File: src/rtl/pif_led_pkg.sv
// Shared mode encodings for the multi-channel PIF LED sequencer.
package pif_led_pkg;

  localparam int unsigned MODE_W = 2;

  localparam logic [MODE_W-1:0] MODE_OFF     = 2'b00;
  localparam logic [MODE_W-1:0] MODE_ON      = 2'b01;
  localparam logic [MODE_W-1:0] MODE_BLINK   = 2'b10;
  localparam logic [MODE_W-1:0] MODE_BREATHE = 2'b11;

endpackage

File: src/rtl/pif_led_chan.sv
// One LED channel: committed mode, blink counter/phase, breathe duty ramp and registered drive.
module pif_led_chan
  import pif_led_pkg::*;
#(
  parameter int unsigned BLINK_TICKS = 8,
  parameter int unsigned PWM_W       = 8
) (
  input  logic              xclk,
  input  logic              sys_rst,
  input  logic              tick,
  input  logic              commit,
  input  logic [PWM_W-1:0]  pwm_cnt,
  input  logic [MODE_W-1:0] mode,
  input  logic              start_phase,
  output logic              led
);

  localparam int unsigned BW = (BLINK_TICKS > 1) ? $clog2(BLINK_TICKS) : 1;
  localparam logic [BW-1:0] BLINK_LAST = BW'(BLINK_TICKS - 1);
  localparam logic [PWM_W-1:0] DUTY_MAX = '1;

  logic [MODE_W-1:0] mode_q;
  logic              phase_q;
  logic [BW-1:0]     bcnt_q;
  logic [PWM_W-1:0]  duty_q;
  logic              dir_dn_q;
  logic              led_q;

  always_ff @(posedge xclk or negedge sys_rst) begin
    if (!sys_rst) begin
      mode_q   <= MODE_OFF;
      phase_q  <= 1'b0;
      bcnt_q   <= '0;
      duty_q   <= '0;
      dir_dn_q <= 1'b0;
      led_q    <= 1'b0;
    end else begin
      // A commit restarts every pattern from its defined origin.
      if (commit) begin
        mode_q   <= mode;
        phase_q  <= start_phase;
        bcnt_q   <= '0;
        duty_q   <= '0;
        dir_dn_q <= 1'b0;
      end else if (tick) begin
        if (mode_q == MODE_BLINK) begin
          if (bcnt_q == BLINK_LAST) begin
            bcnt_q  <= '0;
            phase_q <= ~phase_q;
          end else begin
            bcnt_q <= bcnt_q + 1'b1;
          end
        end
        // Duty holds for one tick at each end of the ramp while the direction flips.
        if (mode_q == MODE_BREATHE) begin
          if (!dir_dn_q) begin
            if (duty_q == DUTY_MAX) dir_dn_q <= 1'b1;
            else                    duty_q   <= duty_q + 1'b1;
          end else begin
            if (duty_q == '0) dir_dn_q <= 1'b0;
            else              duty_q   <= duty_q - 1'b1;
          end
        end
      end

      unique case (mode_q)
        MODE_OFF:   led_q <= 1'b0;
        MODE_ON:    led_q <= 1'b1;
        MODE_BLINK: led_q <= phase_q;
        default:    led_q <= (pwm_cnt < duty_q);
      endcase
    end
  end

  assign led = led_q;

endmodule

File: src/rtl/pif_led_seq.sv
// Multi-channel LED sequencer: shared prescaler tick, tick-aligned config commit, per-channel
// OFF/ON/BLINK/BREATHE patterns.
module pif_led_seq
  import pif_led_pkg::*;
#(
  parameter int unsigned NUM_CH       = 2,
  parameter int unsigned PRESCALE_DIV = 1000000,
  parameter int unsigned BLINK_TICKS  = 8,
  parameter int unsigned PWM_W        = 8,
  parameter int unsigned PHASE_ALT    = 1
) (
  input  logic                  xclk,
  input  logic                  sys_rst,
  input  logic [2*NUM_CH-1:0]   cfg_mode,
  input  logic                  cfg_valid,
  output logic                  cfg_ready,
  output logic [NUM_CH-1:0]     led,
  output logic                  tick
);

  localparam int unsigned PW = $clog2(PRESCALE_DIV);
  localparam logic [PW-1:0] PRE_LAST = PW'(PRESCALE_DIV - 1);

  logic [PW-1:0]       presc_q;
  logic                tick_q;
  logic                ready_q;
  logic [2*NUM_CH-1:0] pend_q;
  logic [PWM_W-1:0]    pwm_q;
  logic                commit;

  // Only a config already pending before the tick cycle may commit on it.
  assign commit = tick_q & ~ready_q;

  always_ff @(posedge xclk or negedge sys_rst) begin
    if (!sys_rst) begin
      presc_q <= PRE_LAST;
      tick_q  <= 1'b0;
      ready_q <= 1'b1;
      pend_q  <= '0;
      pwm_q   <= '0;
    end else begin
      tick_q  <= (presc_q == '0);
      presc_q <= (presc_q == '0) ? PRE_LAST : presc_q - 1'b1;
      pwm_q   <= pwm_q + 1'b1;
      if (cfg_valid && ready_q) begin
        pend_q  <= cfg_mode;
        ready_q <= 1'b0;
      end else if (commit) begin
        ready_q <= 1'b1;
      end
    end
  end

  for (genvar i = 0; i < NUM_CH; i++) begin : g_ch
    localparam logic START_PHASE = !((PHASE_ALT != 0) && (i % 2 == 1));

    pif_led_chan #(
      .BLINK_TICKS (BLINK_TICKS),
      .PWM_W       (PWM_W)
    ) u_chan (
      .xclk        (xclk),
      .sys_rst     (sys_rst),
      .tick        (tick_q),
      .commit      (commit),
      .pwm_cnt     (pwm_q),
      .mode        (pend_q[2*i +: MODE_W]),
      .start_phase (START_PHASE),
      .led         (led[i])
    );
  end

  assign cfg_ready = ready_q;
  assign tick      = tick_q;

endmodule
File: config.mk
export PLATFORM = sky130hd
export DESIGN_NAME = pif_led_seq
export DESIGN_NICKNAME = d
export VERILOG_FILES = /design/src/rtl/pif_led_pkg.sv /design/src/rtl/pif_led_chan.sv /design/src/rtl/pif_led_seq.sv
export SDC_FILE = /design/constraint.sdc
export NUM_CORES = 1
export LEC_CHECK = 0
export BUFFER_PORTS_ARGS = -buffer_cell sky130_fd_sc_hd__clkbuf_2
export CAP_MARGIN = 10
export CORE_UTILIZATION = 35
export DETAILED_ROUTE_END_ITERATION = 8
export SLEW_MARGIN = 20
export SYNTH_ARGS = -nofsm -noshare
export SYNTH_HDL_FRONTEND = slang
export SYNTH_SLANG_ARGS = --single-unit
File: constraint.sdc
create_clock -name xclk -period 4.7 [get_ports xclk]
set_input_delay 0.94 -clock xclk [delete_from_list [all_inputs] [get_ports xclk]]
set_output_delay 0.94 -clock xclk [all_outputs]
set_load 0.01 [all_outputs]
==> flow_metrics.py, run 1 <==
metrics = {
    "logic_synthesis": {
        "ys_seq_elements": 66,
        "synth.largest_area_cell": "dfrtp_1",
        "synthTopCellsByArea": "dfrtp_1 (34%), ha_1 (11%), dfstp_2 (8.8%)",
        "syn-cell-area_um2": 3870,
        "synth-edff-count": 0,
        "synth_common_cells": "nor2_1 (56), dfrtp_1 (53), ha_1 (33)",
        "yosys.cell_count.top_type": "nor2_1",
        "avgSynthCellArea_um2": 9.61,
        "synth_ff_type": "dfrtp_1",
        "async_flop_share_pct": 100,
        "syn-num-nets": 445,
        "synth-warning-count": 0,
        "synth_cells": 403,
        "yosys.area.top_type_share_pct": 34.3,
        "ys_seq_area_share_pct": 43.1,
        "ys_types": 41,
    },
    "floorplanning": {
        "rows": 38,
        "dieArea_um2": 11500,
        "die_w_um": 107,
        "num_io_pins": 11,
        "initial_core_util_pct": 35.9,
        "core_area_um2": 10800,
        "die_y_um": 107,
    },
    "critical_path": {
        "arrival_ns": 2.46,
        "startpoint_type": "flip-flop",
        "required_ns": 4.93,
        "cp-end-kind": "flip-flop",
        "critPathMaxFanout": 12,
        "path_class": "flip-flop to flip-flop",
    },
    "finish": {
        "drive_above_1_share_pct": 13.4,
        "postLayoutCoreUtil_pct": 39.3,
        "syn_to_final_growth_pct": 9.70,
        "postLayoutCellArea_um2": 4250,
        "antenna_cells": 0,
        "fin_cells": 559,
        "fin_nets": 456,
    },
    "pwr": {
        "vdd_drop_max_mv": 0.156,
        "power.leakage_nw": 1.95,
        "power_density_nw_per_um2": 262,
    },
    "global_route": {
        "met3_usage_pct": 4.07,
        "grt_pass1_vias": 2769,
        "grt-ovfl-total": 0,
        "grt_pass1_wl_mm": 12.9,
        "grt_max_degree": 38,
        "antenna_found_initial": 0,
        "grtUsageTotal_pct": 14.3,
        "met1_usage_pct": 18.9,
        "use_met2_pct": 22.2,
        "top_usage_layer": "met2",
    },
    "route": {
        "drt-pass1-iter-count": 4,
        "ant_nets": 0,
        "vias_per_cell": 5.00,
        "routed-via-count": 2794,
        "drc_errors": 0,
        "wl_per_cell_um": 13.2,
        "drt_wl_total_mm": 7.39,
        "drtIter0Drc": 191,
    },
    "clock_tree": {
        "cts_max_level": 3,
        "postCtsSetupBuffers": 0,
        "cts_buffers": 9,
        "clk_pin_slew_ns": 0.07,
        "post_cts_resized": 0,
        "cts_buffer_depth": 2,
        "cts_hold_buf": 0,
        "clock_latency_ns": 0.34,
        "tritoncts": "yes",
        "cts_sinks": 66,
        "root_buffer": "clkbuf_8",
    },
    "place": {
        "dp.cells": 543,
        "post_dp_cell_area_um2": 4050,
        "io_buffers": 10,
        "place.gp.congestion": 0.799,
        "dpl.hpwl_mm": 5.27,
    },
    "sta": {
        "slew_violations": 0,
        "worst_pin_slew_ns": 0.674,
        "post-route-period-util_pct": 47.5,
        "fmax_mhz": 448,
        "setup_tns_ns": 0,
        "fin_skew_ns": 0.00638,
        "maxSlewHeadroom_pct": 55.0,
        "final-setup-viol-count": 0,
        "fin_crit_ns": 2.23,
        "final_hold_viol_count": 0,
        "grt_setup_unrepaired": "no",
    },
    "min_path": {
        "min-delay-path-class": "flip-flop to flip-flop",
    },
    "job": {
        "maxCapViolCount": 0,
    },
    "status": {
        "status": "finished, final reports clean",
    },
}
final cells by class:
class | count | area, um2
multi-input combinational | 301 | 2060
tap | 140 | 175
clock inverter | 4 | 51.3
clock buffer | 12 | 145
timing repair buffer | 11 | 57.6
sequential | 66 | 1670
fill | 1066 | 6550
inverter | 25 | 93.8
layout by cell type, fill, tap and decap left out, types with 11 or more instances in the layout:
cell | netlist | final
nor2_1 | 56 | 56
dfrtp_1 | 53 | 53
ha_1 | 33 | 33
nand2_1 | 30 | 30
inv_1 | 25 | 25
a21oi_1 | 23 | 23
xnor2_1 | 21 | 21
nand3_1 | 15 | 15
o21ai_0 | 14 | 14
dfstp_2 | 13 | 13
xor2_1 | 11 | 11
a21o_1 | 11 | 11
nor3_1 | 11 | 11
per-layer routing:
metal	part of all wire (%)	routed length [um]	vias up
li1	-	-	1417
met1	50	3730	1326
met2	45	3300	33
met3	3.0	219	18
met4	1.9	140	0
met5	0	0	-
stage by stage:
stage / hold slack, ns / setup WS, ns / power [mW]
floorplan: 0.436 / 2.63 / 0.621
global placement: 0.449 / 2.52 / 0.643
detailed placement: 0.448 / 2.48 / 0.645
CTS: 0.468 / 2.45 / 1.13
global route: 0.497 / 2.30 / 1.16
finish: 0.465 / 2.47 / 1.11
critical path, cell delays in order, from the launching register on:
cell and delay (ns):
dfrtp_1 0.61, ha_1 0.31, a21o_1 0.17, nand4_1 0.09
nand4_1 0.15, a31oi_1 0.23, mux2i_1 0.21, mux2_2 0.34
where the power goes:
part,switching (mW),leakage (nW),internal [mW]
sequential,0.0121,0.848,0.587
clock,0.221,0.0966,0.260
combinational,0.0170,1.01,0.0164
flip-flops by register name, summed over array words and instances, names as in the netlist:
register              cells
g_ch.u_chan.led           2
tick                      1
pwm_q                     8
g_ch.u_chan.mode_q        4
pend_q                    4
cfg_ready                 1
g_ch.u_chan.dir_dn_q      2
g_ch.u_chan.duty_q       16
presc_q                  20
g_ch.u_chan.phase_q       2
g_ch.u_chan.bcnt_q        6
worst paths after layout:
path | startpoint | end | slack, ns | cells past startpoint
min in group asynchronous | sys_rst | presc_q[15] | 0.63 | 1
max | g_ch[0].u_chan.dir_dn_q | g_ch[0].u_chan.duty_q[7] | 2.47 | 7
min | presc_q[0] | presc_q[0] | 0.46 | 1
max reg2reg | g_ch[0].u_chan.dir_dn_q | g_ch[0].u_chan.duty_q[7] | 2.47 | 7
min reg2reg | presc_q[0] | presc_q[0] | 0.46 | 1
max in group asynchronous | sys_rst | g_ch[1].u_chan.bcnt_q[1] | 3.13 | 2
kinds of logic (layout without fill, tap and decap cells):
logic type,after synthesis,after routing,share of synthesized area [%]
adders and majority gates,35,35,11.7
buffers and inverters,36,52,4.01
xor gates and xnor gates,32,32,7.24
and+or+nand+nor,151,151,18.7
AOI/OAI and AO/OA,66,66,10.6
DFF,66,66,43.1
muxes,17,17,4.72
(Power assumes the default switching activity.)
==> inputs of run 2 (changes only) <==
--- a/config.mk
+++ b/config.mk
@@ -5,6 +5,7 @@
 export SDC_FILE = /design/constraint.sdc
 export NUM_CORES = 1
 export LEC_CHECK = 0
+export ABC_AREA = 1
 export BUFFER_PORTS_ARGS = -buffer_cell sky130_fd_sc_hd__clkbuf_2
 export CAP_MARGIN = 10
 export CORE_UTILIZATION = 35
==> constraint.sdc (replaced) <==
create_clock -name xclk -period 2.1 [get_ports xclk]
set_input_delay 0.42 -clock xclk [delete_from_list [all_inputs] [get_ports xclk]]
set_output_delay 0.42 -clock xclk [all_outputs]
set_load 0.01 [all_outputs]
==> flow_metrics.py, run 2 <==
metrics = {
    "clock_tree": {
        "tritoncts": "yes",
        "root_buffer": "clkbuf_16",
        "cts_max_level": 3,
        "cts_sinks": 66,
        "cts_buffers": 9,
        "post_cts_resized": 0,
        "postCtsSetupBuffers": 0,
        "clock_latency_ns": 0.34,
        "cts_buffer_depth": 2,
        "clk_pin_slew_ns": 0.05,
    },
    "finish": {
        "largest_reg_flops": 20,
        "reg_top3": "presc_q: 20 flops, g_ch.u_chan.duty_q: 16 flops, pwm_q: 8 flops",
        "antenna_cells": 0,
        "regMostFlops": "presc_q",
        "drive_above_1_share_pct": 10.9,
        "fin_nets": 622,
        "fin_cells": 728,
        "layout_commonest_cell": "nand2_1",
        "syn_to_final_growth_pct": 12.4,
        "mostFrequentLayoutCells": "nand2_1 (154), inv_1 (82), nand3_1 (57), dfrtp_1 (53), nor2_1 (50)",
    },
    "floorplanning": {
        "initial_core_util_pct": 36.5,
        "dieArea_um2": 12600,
        "die_y_um": 112,
        "rows": 39,
        "num_io_pins": 11,
        "die_w_um": 112,
        "core_area_um2": 11700,
    },
    "sta": {
        "final_hold_viol_count": 0,
        "fin_skew_ns": 0.00706,
        "slew_violations": 0,
        "setup_tns_ns": 0,
        "final-setup-viol-count": 0,
        "maxSlewHeadroom_pct": 73.8,
        "post-route-period-util_pct": 82.1,
        "worst_pin_slew_ns": 0.393,
        "grt_setup_unrepaired": "no",
        "fin_crit_ns": 1.72,
        "fmax_mhz": 580,
    },
    "global_route": {
        "grt_pass1_vias": 3522,
        "met1_usage_pct": 20.7,
        "use_met2_pct": 24.9,
        "top_usage_layer": "met2",
        "met3_usage_pct": 4.37,
        "grt-ovfl-total": 0,
        "grt_pass1_wl_mm": 16.0,
        "grt_max_degree": 53,
        "antenna_found_initial": 0,
        "grtUsageTotal_pct": 15.8,
    },
    "place": {
        "io_buffers": 10,
        "place.gp.congestion": 0.841,
        "dp.cells": 711,
        "dpl.hpwl_mm": 6.68,
    },
    "critical_path": {
        "path_class": "flip-flop to flip-flop",
        "required_ns": 2.36,
        "arrival_ns": 1.98,
        "cp-end-kind": "flip-flop",
        "startpoint_type": "flip-flop",
        "critPathMaxFanout": 10,
    },
    "route": {
        "drc_errors": 1,
        "drtIter0Drc": 244,
        "wl_per_cell_um": 12.2,
        "ant_nets": 0,
        "drt-pass1-iter-count": 6,
        "vias_per_cell": 4.84,
        "routed-via-count": 3523,
        "drt_wl_total_mm": 8.85,
    },
    "logic_synthesis": {
        "syn-num-nets": 602,
        "ys_seq_area_share_pct": 39.1,
        "synth-edff-count": 0,
        "yosys.area.top_type_share_pct": 31.1,
        "yosys.cell_count.top_type": "nand2_1",
        "synthTopCellsByArea": "dfrtp_1 (31%), nand2_1 (14%), ha_1 (9.7%)",
        "synth-warning-count": 0,
        "synth_ff_type": "dfrtp_1",
        "async_flop_share_pct": 100,
        "ys_types": 34,
        "synth.largest_area_cell": "dfrtp_1",
        "synth_cells": 560,
        "syn-cell-area_um2": 4260,
        "ys_seq_elements": 66,
        "synth_common_cells": "nand2_1 (154), inv_1 (82), nand3_1 (57)",
        "avgSynthCellArea_um2": 7.61,
    },
    "status": {
        "status": "complete, but fails checks",
        "violations": "DRC",
    },
    "job": {
        "maxCapViolCount": 0,
    },
    "min_path": {
        "min-delay-path-class": "primary input to flip-flop",
    },
    "pwr": {
        "power_density_nw_per_um2": 604,
        "vdd_drop_max_mv": 0.489,
        "power.leakage_nw": 2.51,
    },
}
-- run 2: worst paths after layout --
check,slack (ns),depth (start not counted),startpoint,end
worst min register to register,0.45,1,presc_q[0],presc_q[0]
min in group asynchronous,0.55,2,sys_rst,g_ch[0].u_chan.led
worst max register to register,0.38,7,g_ch[1].u_chan.dir_dn_q,g_ch[1].u_chan.duty_q[7]
worst max-delay path,0.38,7,g_ch[1].u_chan.dir_dn_q,g_ch[1].u_chan.duty_q[7]
worst min-delay path,0.31,2,cfg_mode[1],pend_q[1]
max in group asynchronous,0.89,3,sys_rst,cfg_ready
-- run 2: stage by stage --
| step | cell area (um2) | hold slack, ns | utilization [%] | power, mW | setup slack (ns) |
|---|---|---|---|---|---|
| 3_3_place_gp | 4490 | 0.364 | 38.5 | 1.44 | 0.454 |
| 5_1_grt | 4790 | 0.315 | 41.1 | 3.01 | 0.247 |
| 6_report | 4790 | 0.314 | 41.1 | 2.89 | 0.376 |
| 2_1_floorplan | 4260 | 0.124 | - | 1.39 | 0.535 |
| 3_5_place_dp | 4490 | 0.363 | 38.5 | 1.44 | 0.384 |
| 4_1_cts | 4790 | 0.303 | 41.1 | 2.94 | 0.373 |
-- run 2: logic make-up (layout without fill, tap and decap cells) --
| family | Yosys count | count (layout) | synth area share [%] |
|---|---|---|---|
| AND/OR/NAND/NOR | 294 | 294 | 30.4 |
| buffers and inverters | 91 | 116 | 8.43 |
| flip-flops | 66 | 66 | 39.1 |
| AO/OA/AOI/OAI | 54 | 54 | 7.11 |
| adder cells (fa/ha/maj) | 35 | 35 | 10.6 |
| XOR/XNOR | 17 | 17 | 3.50 |
| multiplexers | 3 | 3 | 0.793 |
-- run 2: layout make-up --
class | instances | area, um2
Fill cell | 1189 | 6870
Multi-Input combinational cell | 403 | 2230
Sequential cell | 66 | 1670
Inverter | 86 | 323
Clock buffer | 13 | 250
Tap cell | 143 | 179
Timing Repair Buffer | 14 | 95.1
Clock inverter | 3 | 40.0
-- run 2: where the power goes --
group / switching, mW / internal (mW) / leakage, nW
Clock: 0.530 / 0.947 / 0.144
Combinational: 0.0431 / 0.0368 / 1.53
Sequential: 0.0211 / 1.32 / 0.842
-- run 2: routing by layer --
metal / wire (um) / vias up
li1: - / 1825
met1: 4430 / 1651
met2: 4040 / 34
met3: 252 / 13
met4: 127 / 0
met5: 0 / -
-- run 2: timing repair --
item,CTS,global route
endpoints found under the setup margin,0,0
hold endpoints to repair,3,0
hold buffers,1,0
-- run 2: critical path: stages (launching register included) --
cell     delay [ns]
dfrtp_1        0.51
ha_1           0.43
or2_2          0.31
nand3_1        0.11
nand2_1        0.06
nand2_1        0.06
nand2_1        0.05
o21ai_1        0.11
==> inputs of run 3 (changes only) <==
==> constraint.sdc (replaced) <==
create_clock -name xclk -period 1.5 [get_ports xclk]
set_input_delay 0.3 -clock xclk [delete_from_list [all_inputs] [get_ports xclk]]
set_output_delay 0.3 -clock xclk [all_outputs]
set_load 0.01 [all_outputs]
==> flow_metrics.py, run 3 (synthesis results as in run 2) <==
metrics = {
    "place": {
        "dp.cells": 742,
        "post_dp_cell_area_um2": 4740,
        "io_buffers": 10,
        "place.gp.congestion": 0.824,
        "dpl.hpwl_mm": 6.87,
    },
    "pwr": {
        "vdd_drop_max_mv": 0.692,
        "power_frac_comb_pct": 3.0,
        "p_clk_share_pct": 49.9,
        "power_frac_seq_pct": 47.1,
        "totalPowerFinal_mw": 3.97,
        "power_density_nw_per_um2": 722,
        "p_int_mw": 3.10,
        "power.leakage_nw": 2.72,
        "p_switching_mw": 0.864,
        "switching_share_pct": 21.8,
    },
    "route": {
        "vias_per_cell": 4.75,
        "ant_nets": 0,
        "drt-pass1-iter-count": 4,
        "routed-via-count": 3652,
        "drt_wl_total_mm": 9.64,
        "wl_per_cell_um": 12.5,
        "drc_errors": 0,
        "drtIter0Drc": 163,
    },
    "clock_tree": {
        "cts_max_level": 3,
        "cts_sinks": 66,
        "tritoncts": "yes",
        "clk_pin_slew_ns": 0.05,
        "cts_buffers": 9,
        "root_buffer": "clkbuf_16",
        "clock_latency_ns": 0.34,
        "cts_buffer_depth": 2,
    },
    "floorplanning": {
        "die_w_um": 112,
        "dieArea_um2": 12600,
        "rows": 39,
        "core_area_um2": 11700,
        "num_io_pins": 11,
        "initial_core_util_pct": 36.5,
        "die_y_um": 112,
    },
    "critical_path": {
        "critPathMaxFanout": 8,
        "path_buf_inv": 1,
        "path_class": "flip-flop to flip-flop",
        "startpoint_type": "flip-flop",
        "cp_top_family": "flip-flops",
        "slowest_stage": "dfrtp_4",
        "required_ns": 1.77,
        "path_common_cell": "nand2_2",
        "arrival_ns": 1.85,
        "cp-end-kind": "flip-flop",
        "rrSetupSlack_ns": -0.07,
        "critical_path.max_stage_delay_ns": 0.58,
        "path_cells": "ha_4 > nand2_2 > inv_2 > nand2_2 > nand2_2 > xor2_1 > nand2_1 > nand2_1",
    },
    "sta": {
        "grt_setup_unrepaired": "yes",
        "final-setup-viol-count": 6,
        "slew_violations": 0,
        "worst_pin_slew_ns": 0.325,
        "post-route-period-util_pct": 105,
        "fin_crit_ns": 1.57,
        "fin_worst_hold_slack_ns": 0.199,
        "fmax_mhz": 636,
        "final_hold_viol_count": 0,
        "setup_ws_ns": -0.0736,
        "maxSlewHeadroom_pct": 78.2,
        "fin_skew_ns": 0.00904,
    },
    "finish": {
        "drive_above_1_share_pct": 29.4,
        "largest_reg_flops": 20,
        "layout_commonest_cell": "nand2_1",
        "reg_top3": "presc_q: 20 flops, g_ch.u_chan.duty_q: 16 flops, pwm_q: 8 flops",
        "postLayoutCellArea_um2": 5490,
        "fin_cells": 769,
        "regMostFlops": "presc_q",
        "postLayoutCoreUtil_pct": 47.1,
        "syn_to_final_growth_pct": 29.0,
        "mostFrequentLayoutCells": "nand2_1 (134), inv_1 (72), nand3_1 (50), dfrtp_1 (47), nor2_1 (39)",
        "fin_nets": 663,
        "antenna_cells": 0,
    },
    "min_path": {
        "min-delay-path-class": "primary input to flip-flop",
    },
    "global_route": {
        "grt_pass1_wl_mm": 16.4,
        "grtUsageTotal_pct": 16.4,
        "antenna_found_initial": 0,
        "grt_max_degree": 47,
        "grt-ovfl-total": 0,
        "grt_pass1_vias": 3603,
    },
    "status": {
        "status": "complete, but fails checks",
        "violations": "setup timing",
    },
    "job": {
        "maxCapViolCount": 0,
    },
}
-- run 3: cell count changes in the layout (fill, tap and decap cells not counted), moves of 6 or more --
cell,delta
nor2_1,-11
ha_1,-13
nand3_2,+6
inv_2,+10
nor2_2,+7
dfrtp_1,-6
o21ai_1,+6
inv_1,-10
nand2_1,-20
nand3_1,-7
nand2_2,+18
ha_4,+12
o21ai_0,-8
buf_4,+35
-- run 3: power by group through the flow --
stage,clock [mW],sequential (mW),combinational (mW)
floorplan,0,1.89,0.0536
global placement,0,1.90,0.122
detailed placement,0,1.90,0.124
CTS,2.05,1.87,0.119
global route,2.12,1.88,0.137
finish,1.98,1.87,0.117
-- run 3: worst register-to-register path: stages, from the launching register on --
cell,delay (ns)
dfrtp_4,0.58
ha_4,0.34
nand2_2,0.05
inv_2,0.06
nand2_2,0.05
nand2_2,0.09
xor2_1,0.21
nand2_1,0.08
nand2_1,0.06
-- run 3: path summary, 6_finish.rpt --
check,start,endpoint,depth (start not counted)
setup / recovery,g_ch[0].u_chan.dir_dn_q,g_ch[0].u_chan.duty_q[3],8
hold / removal,cfg_mode[2],pend_q[2],2
setup reg to reg,g_ch[0].u_chan.dir_dn_q,g_ch[0].u_chan.duty_q[3],8
hold reg to reg,presc_q[0],presc_q[0],1
max in group asynchronous,sys_rst,cfg_ready,3
min in group asynchronous,sys_rst,g_ch[0].u_chan.duty_q[2],2
-- run 3: what timing repair did --
action,CTS,global route
buffers inserted,6,5
gates resized for setup,31,70
pin swaps,14,36
hold buffers,1,0
endpoints found under the setup margin,13,33
hold endpoints to repair,9,0
-- run 3: layout make-up --
| class | instances | area [um2] |
|---|---|---|
| repair buffers | 55 | 438 |
| fillers | 1084 | 6170 |
| inverters | 86 | 323 |
| clock inverters | 4 | 26.3 |
| flip-flops and latches | 66 | 1680 |
| well taps | 143 | 179 |
| multi-input cells | 403 | 2590 |
| clock buffers | 12 | 256 |
-- run 3: layer usage --
layer	global-route usage (%)	routed length, um	up-vias
li1	-	-	1912
met4	6.13	164	0
met5	0	0	-
met3	4.27	275	17
met1	21.1	4640	1677
met2	26.5	4560	46
-- run 3: stage by stage --
step	setup WS, ns	TNS [ns]
3_3_place_gp	-0.0494	-0.190
6_report	-0.0736	-0.305
5_1_grt	-0.167	-1.27
4_1_cts	-0.0525	-0.161
3_5_place_dp	-0.105	-0.526
2_1_floorplan	0.00386	0
